`src/rtl/clk_div_pkg.sv`:
```
// Shared types and limits for the clock divider bank.
// Channels are configured at run time; each one divides the 100 MHz system clock.
package clk_div_pkg;

  typedef enum logic {
    DIV_TOGGLE = 1'b0,
    DIV_PULSE  = 1'b1
  } div_mode_e;

  localparam int MAX_CHANNELS = 16;

  // Width of a channel index; stays at least 1 so a single-channel bank still has a cfg_ch bit.
  function automatic int ch_idx_w(input int n);
    return (n > 1) ? $clog2(n) : 1;
  endfunction

endpackage

```
`src/rtl/clk_div_channel.sv`:
```
// One divider channel: wrap counter, active/shadow configuration and registered outputs.
// A shadowed configuration takes effect only at a wrap, on disable or on sync, so outputs never glitch.
module clk_div_channel
  import clk_div_pkg::*;
#(
  parameter int          DIV_W       = 32,
  parameter int unsigned DEFAULT_DIV = 1
) (
  input  logic             clk,
  input  logic             rst_n,
  input  logic             en,
  input  logic             sync,
  input  logic             load,
  input  logic [DIV_W-1:0] cfg_div,
  input  logic             cfg_mode,
  output logic             pending,
  output logic             tick,
  output logic             divided_clk
);

  logic [DIV_W-1:0] cnt;
  logic [DIV_W-1:0] div;
  logic [DIV_W-1:0] shadow_div;
  div_mode_e        mode;
  div_mode_e        shadow_mode;

  logic wrap;
  logic apply;
  logic mode_change;

  assign wrap        = (cnt == div);
  assign apply       = pending && (sync || !en || wrap);
  assign mode_change = apply && (shadow_mode != mode);

  always_ff @(posedge clk or negedge rst_n) begin
    if (!rst_n) begin
      cnt         <= '0;
      div         <= DIV_W'(DEFAULT_DIV);
      mode        <= DIV_TOGGLE;
      shadow_div  <= DIV_W'(DEFAULT_DIV);
      shadow_mode <= DIV_TOGGLE;
      pending     <= 1'b0;
      tick        <= 1'b0;
      divided_clk <= 1'b0;
    end else begin
      // load is gated by cfg_ready upstream, so it never coincides with apply.
      if (apply) begin
        div     <= shadow_div;
        mode    <= shadow_mode;
        pending <= 1'b0;
      end else if (load) begin
        shadow_div  <= cfg_div;
        shadow_mode <= div_mode_e'(cfg_mode);
        pending     <= 1'b1;
      end

      if (sync || !en) begin
        cnt         <= '0;
        tick        <= 1'b0;
        divided_clk <= 1'b0;
      end else if (wrap) begin
        cnt  <= '0;
        tick <= 1'b1;
        if (mode_change) begin
          divided_clk <= 1'b0;
        end else if (mode == DIV_PULSE) begin
          divided_clk <= 1'b1;
        end else begin
          divided_clk <= ~divided_clk;
        end
      end else begin
        cnt  <= cnt + DIV_W'(1);
        tick <= 1'b0;
        if (mode == DIV_PULSE) begin
          divided_clk <= 1'b0;
        end
      end
    end
  end

endmodule

```
`src/rtl/clk_div_bank.sv`:
```
// Bank of independent run-time programmable clock dividers with a shared valid/ready config port.
// Handshake: a request transfers on any edge where cfg_valid && cfg_ready; cfg_ready depends only on cfg_ch and registered pending flags.
module clk_div_bank
  import clk_div_pkg::*;
#(
  parameter int          CHANNELS    = 4,
  parameter int          DIV_W       = 32,
  parameter int unsigned DEFAULT_DIV = 1,
  localparam int         CH_W        = ch_idx_w(CHANNELS)
) (
  input  logic                clk,
  input  logic                rst_n,
  input  logic [CHANNELS-1:0] en,
  input  logic                sync,
  input  logic                cfg_valid,
  output logic                cfg_ready,
  input  logic [CH_W-1:0]     cfg_ch,
  input  logic [DIV_W-1:0]    cfg_div,
  input  logic                cfg_mode,
  output logic [CHANNELS-1:0] divided_clk,
  output logic [CHANNELS-1:0] tick
);

  if (CHANNELS < 1 || CHANNELS > MAX_CHANNELS) begin : g_bad_channels
    $error("clk_div_bank: CHANNELS must be in 1..16");
  end

  logic [CHANNELS-1:0] pending;
  logic [CHANNELS-1:0] load;

  // An out-of-range channel is always ready so the request is silently dropped.
  always_comb begin
    cfg_ready = 1'b1;
    load      = '0;
    for (int i = 0; i < CHANNELS; i++) begin
      if (int'(cfg_ch) == i) begin
        cfg_ready = ~pending[i];
        load[i]   = cfg_valid & ~pending[i];
      end
    end
  end

  for (genvar g = 0; g < CHANNELS; g++) begin : g_ch
    clk_div_channel #(
      .DIV_W       (DIV_W),
      .DEFAULT_DIV (DEFAULT_DIV)
    ) u_ch (
      .clk         (clk),
      .rst_n       (rst_n),
      .en          (en[g]),
      .sync        (sync),
      .load        (load[g]),
      .cfg_div     (cfg_div),
      .cfg_mode    (cfg_mode),
      .pending     (pending[g]),
      .tick        (tick[g]),
      .divided_clk (divided_clk[g])
    );
  end

endmodule

```
`config.mk`:
```
export PLATFORM = sky130hd
export DESIGN_NAME = clk_div_bank
export DESIGN_NICKNAME = d
export VERILOG_FILES = /design/src/rtl/clk_div_pkg.sv /design/src/rtl/clk_div_channel.sv /design/src/rtl/clk_div_bank.sv
export SDC_FILE = /design/constraint.sdc
export NUM_CORES = 1
export LEC_CHECK = 0
export BUFFER_PORTS_ARGS = -buffer_cell sky130_fd_sc_hd__buf_2
export CAP_MARGIN = 10
export CORE_UTILIZATION = 50
export CTS_CLUSTER_SIZE = 40
export DETAILED_ROUTE_END_ITERATION = 10
export GPL_ROUTABILITY_DRIVEN = 0
export HOLD_SLACK_MARGIN = 0.03
export PLACE_DENSITY = 0.7
export SETUP_SLACK_MARGIN = 0.3
export SLEW_MARGIN = 20
export SYNTH_ARGS = -nofsm -noshare
export SYNTH_HDL_FRONTEND = slang
export SYNTH_SLANG_ARGS = --single-unit
```
`constraint.sdc`:
```
create_clock -name clk -period 3.65 [get_ports clk]
set_clock_uncertainty 0.15 [all_clocks]
set_input_delay 0.5475 -clock clk [delete_from_list [all_inputs] [get_ports clk]]
set_output_delay 0.5475 -clock clk [all_outputs]
set_load 0.005 [all_outputs]
```
==> Word-level counts from Yosys, hierarchy flattened <==
Cells that the tools add are included.
{ "word_totals": {"reg_bits": 404, "input_bits": 43, "mem_bits_rw": 0, "out_inout_bits": 9, "mem_bits_ro": 0, "latch_bits": 0, "memories": 0, "elab_cells": 148} }
{ "classes": {"n_reduce_logical": 33, "div_mod_pow": 0, "n_addsub": 4, "n_shift": 0, "mul": 0, "n_bitwise": 16, "mux": 52, "magnitude_cmp": 0, "eq_ne": 11} }
{ "op_table": {"columns": ["cell", "count"], "rows": [
  ["32-bit 2-to-1 mux", 8],
  ["32-bit by 1-bit adder with 32-bit output, second input constant", 4],
  ["32-bit equality test", 4],
  ["1-bit 2-to-1 mux", 44],
  ["1-bit inverter", 12],
  ["3-bit nonzero test", 4],
  ["1-bit logical AND", 8],
  ["1-bit logical OR", 8],
  ["2-bit AND reduction", 4],
  ["2-bit nonzero test", 4],
  ["1-bit AND", 4],
  ["2-bit equality test, second input constant", 2],
  ["1-bit zero test", 4],
  ["1-bit != test", 4],
  ["2-bit by 1-bit equality test with 1-bit output, second input constant", 1],
  ["2-bit zero test", 1]
]} }

==> Longest topological paths before layout <==
{ "logic_depth": {"word_depth": 8, "depth_mapped": 8} }

==> Modules after synthesis <==
A second synthesis with hierarchy kept.
{ "unflattened": {"cells_unflattened": 2563, "hier_area_um2": 23473.8} }
{ "modules_own_cells": {"columns": ["module", "cells_each", "n_inst", "area_per_inst_um2"], "rows": [
  ["clk_div_channel", 639, 4, 5853.1],
  ["clk_div_bank", 7, 1, 61.3]
]} }

==> Worst setup path before layout <==
Ideal clock, no wire load.
{ "synth_path": {"path_type": "input port to flip-flop", "startpoint": "input cfg_ch[0]", "endpoint": "register g_ch[1].u_ch.shadow_div[10]", "t_arrival_ns": 1.930, "setup_time_ns": 0.125, "t_required_ns": 3.375, "n_path_buf": 2, "cell_stages": 5, "setup_slack_ns": 1.446, "cell_sequence": "clkbuf_1 > nand2_1 > nor3_1 > buf_2 > mux2_2"} }
{ "synth_between": {"elab_chain_cells": 3} }
{ "synth_lines": {"columns": ["element", "line_no", "rtl"], "rows": [
  ["start: declaration", "clk_div_bank.sv:17", "input logic [CH_W-1:0] cfg_ch,"],
  ["2-bit equality test", "clk_div_bank.sv:36", "if (int'(cfg_ch) == i) begin"],
  ["1-bit 2-to-1 mux", "clk_div_bank.sv:36", null],
  ["2-bit AND reduction (no line)", null, null],
  ["end signal: assignment", "clk_div_channel.sv:40", "shadow_div <= DIV_W'(DEFAULT_DIV);"],
  ["end signal: assignment", "clk_div_channel.sv:52", "shadow_div <= cfg_div;"],
  ["end: declaration", "clk_div_channel.sv:23", "logic [DIV_W-1:0] shadow_div;"]
]} }
Every way passes these cells.
A chain may end at the register's enable or synchronous reset.

==> Worst setup path after layout <==
{ "layout_path": {"startpoint": "register g_ch[0].u_ch.pending", "endpoint": "output cfg_ready"} }
{ "layout_between": {"elab_chain_cells": 5} }
{ "layout_lines": {"columns": ["element", "line_no", "rtl"], "rows": [
  ["start: declaration", "clk_div_channel.sv:16", "output logic pending,"],
  ["start signal: assignment", "clk_div_channel.sv:42", "pending <= 1'b0;"],
  ["start signal: assignment", "clk_div_channel.sv:50", "pending <= 1'b0;"],
  ["start signal: assignment", "clk_div_channel.sv:54", "pending <= 1'b1;"],
  ["1-bit inverter", "clk_div_bank.sv:37", "cfg_ready = ~pending[i];"],
  ["1-bit 2-to-1 mux (4 in a row)", "clk_div_bank.sv:36", null],
  ["end: declaration", "clk_div_bank.sv:16", "output logic cfg_ready,"]
]} }
Every way passes these cells.

==> metrics.md <==
| Metric | Value |
|---|---|
| Synth Area per Inst | `10.6 um^2` |
| Crit end category | `output port` |
| Utilization after layout | `56.8%` |
| # nets final | `1945` |
| Commonest non-fill, non-tap cell in the layout | `dfrtp_1` |
| First-pass GRT wire length | `80600 um` |
| Dominant cell type by area after synthesis | `dfrtp_1` |
| Crit path max-delay family | `flip-flops` |
| Design Area, Final | `22200 um^2` |
| Synth Net Count | `1941` |
| RSZ-0062 raised after global routing | `no` |
| Hold_buf cts | `1` |
| Post-Place Cell Area | `20800 um^2` |
| Crit path launch type | `flop` |
| Clock Tree Buf Depth | `3` |
| Row count | `72` |
| Synthesized instance count | `1894` |
| Initial Util | `51.3%` |
| Max-cap violations | `0` |
| Maximum clock rate | `0.361 GHz` |
| Storage cell area | `10100 um^2` |
| Pwr dens | `535 nW/um^2` |
| Via density | `5.87` |
| Num CTS Buffers | `44` |
| #FFs+latches synth | `404` |
| Hold Violations, Final | `0` |
| Worst-Margin Slew | `0.753 ns` |
| Int Pwr | `8.62 mW` |
| Synthesized area | `20100 um^2` |
| Setup Fix Bufs, Post-CTS | `0` |
| Tmin final | `2.77 ns` |
| DR WL/cell | `20.3 um` |
| Area grow syn2layout | `10.8%` |
| Commonest cells after routing, fill and taps aside | `dfrtp_1 (393), o211ai_1 (265), xor2_1 (215)` |
| Area contributors post-synth | `dfrtp_1 (49%), o211ai_1 (9.9%), xor2_1 (9.4%), mux2_2 (6.9%), nand2_1 (3.7%)` |
| Post-DRT Antenna Nets | `0` |
| Hold Crit Class | `in2reg` |
| Slew HR | `49.8%` |
| Non-filler cells, final | `2452` |
| Switching Share | `27.4%` |
| Starting DRT DRC Count | `1096` |
| Share of the synthesized area in the top cell type | `49.4%` |
| Vias in the first global route | `14577` |
| Total gr overflow | `0` |
| Clock tree sinks | `404` |
| Largest fanout on the critical path | `45` |
| # DRC | `0` |
| Final Cycle Share | `75.8%` |
| Combinational Power Share | `13.7%` |
| Placed Cells | `2369` |
| Core box area | `39100 um^2` |
| Final slew viol count | `0` |
| Final wirelength | `49700 um` |
| CP peak stage delay | `0.67 ns` |
| Unique masters post-synth | `50` |
| I/O Pins | `52` |
| DIE HEIGHT | `202 um` |
| Multi-input logic area | `9360 um^2` |
| GRT Util Overall | `24.8%` |
| Fill count | `3345` |
| Crit-path cells | `mux4_2 -> inv_1 -> buf_2` |
| Arrival @ worst endpoint | `2.07 ns` |
| Share of layout cells above drive strength 1 | `16.5%` |
| Antenna violations before repair | `7` |
| Resized cells post-CTS | `0` |
| Clk pin slew, worst setup/hold paths | `0.06 ns` |
| Pin count of the biggest net entering global routing | `93` |
| Post-synthesis sequential area ratio | `50.5%` |
| P_sw | `3.25 mW` |
| Part of the power in registers | `49.7%` |
| Max VDD drop | `0.344 mV` |
| Pre-antenna DRT Iters | `5` |
| CP Class | `reg2out` |
| Ys Warns | `0` |
| Worst path bufs/invs | `2` |
| H-tree lvl count | `2` |
| Slowest-stage cell, CP | `dfrtp_2` |
| Worst Path Required | `2.95 ns` |
| PortBufs | `51` |
| Clock share of power | `36.6%` |
| Vias | `14405` |
| Clock latency at the later pin of the worst-skew pair | `0.54 ns` |
| Die X | `202 um` |
| Die Area | `40900 um^2` |
| Final setup TNS | `0 ns` |
| CTS tree | `built` |
| Clock root cell | `clkbuf_16` |
| Post-DP HPWL | `32800 um` |
| # setup viols final | `0` |
| Status | `completed` |
| Leakage power | `9.13 nW` |
-- sequential cells by signal, indices dropped and copies added, names as in the netlist --
signal,count
g_ch.u_ch.cnt,128
g_ch.u_ch.div,128
g_ch.u_ch.divided_clk,4
g_ch.u_ch.mode,4
g_ch.u_ch.pending,4
g_ch.u_ch.shadow_div,128
g_ch.u_ch.shadow_mode,4
g_ch.u_ch.tick,4
-- tightest hold or removal path, cell delays in order --
cell	delay, ns
buf_2	0.10
nand2b_1	0.10
nor2_1	0.06
-- cells in the mapped netlist, drive strengths merged --
library cell and n:
nor2 140, xnor2 33, nand2 199, nand4 51
nand4b 3, clkbuf 94, nand2b 106, nor4b 2
a2111oi 2, dfrtp 396, a211o 2, ha 4
mux2 132, inv 12, mux4 1, nand3 49
nor2b 4, o21a 2, a31oi 2, or2 2
o21ai 7, nor3b 2, or4 1, a31o 2
nor3 23, a21oi 4, o211ai 265, dfstp 8
and4 15, and2 10, a21o 3, xor2 215
buf 40, nor4 41, and3 22
-- per-stage QoR --
stage	setup slack [ns]	hold slack, ns	power [mW]
final	0.882	0.164	11.9
after global routing	0.740	0.167	12.4
after CTS	0.895	0.143	12.0
after detailed placement	0.972	0.325	7.60
after global placement	0.922	0.320	7.50
after floorplan	1.45	0.102	6.95
-- kinds of logic (layout without fill, tap and decap cells) --
kind of cell | count (synthesis) | in the layout | synth area share [%]
muxes | 133 | 133 | 7.53
and+or+nand+nor | 670 | 670 | 17.1
other | 0 | 2 | 0
adders and majority gates | 4 | 4 | 0.250
AOI/OAI and AO/OA | 289 | 289 | 10.7
xor gates and xnor gates | 248 | 248 | 10.8
DFF | 404 | 404 | 50.5
buffers and inverters | 146 | 184 | 3.12
-- final cells by class --
type                       count  area share, %
sequential                   404           45.6
multi-input combinational   1344           42.2
clock buffer                  74           5.92
tap                          518           2.92
timing repair buffer          92           2.85
clock inverter                 6          0.361
inverter                      12          0.203
antenna                        2         0.0225
-- routing by layer --
layer  global-route usage, %  vias up  wire length [um]
met2                    38.2      360             22600
li1                        -     6682                 -
met1                    35.6     7270             22800
met5                       0        -                 0
met3                    4.63       93              2970
met4                    7.47        0              1370
-- worst paths after layout --
path	from	to	slack, ns	cells after the start
hold / removal	en[3]	g_ch[3].u_ch.tick$_DFF_PN0_	0.16	3
setup reg to reg	g_ch[2].u_ch.cnt[24]$_DFF_PN0_	g_ch[2].u_ch.div[19]$_DFFE_PN0P_	0.92	6
max in group asynchronous	rst_n	g_ch[0].u_ch.cnt[28]$_DFF_PN0_	1.89	3
hold reg to reg	g_ch[0].u_ch.shadow_div[19]$_DFFE_PN0P_	g_ch[0].u_ch.shadow_div[19]$_DFFE_PN0P_	0.33	1
min in group asynchronous	rst_n	g_ch[3].u_ch.cnt[11]$_DFF_PN0_	0.47	2
setup / recovery	g_ch[0].u_ch.pending$_DFFE_PN0P_	cfg_ready	0.88	3
-- power groups by stage --
| stage | Combinational (mW) | Clock [mW] | Sequential [mW] |
|---|---|---|---|
| detailed placement | 1.62 | 0 | 5.98 |
| CTS | 1.63 | 4.43 | 5.91 |
| global route | 1.82 | 4.62 | 6.00 |
| finish | 1.62 | 4.35 | 5.90 |
| global placement | 1.55 | 0 | 5.94 |
| floorplan | 1.21 | 0 | 5.74 |
(Power assumes the default switching activity.)
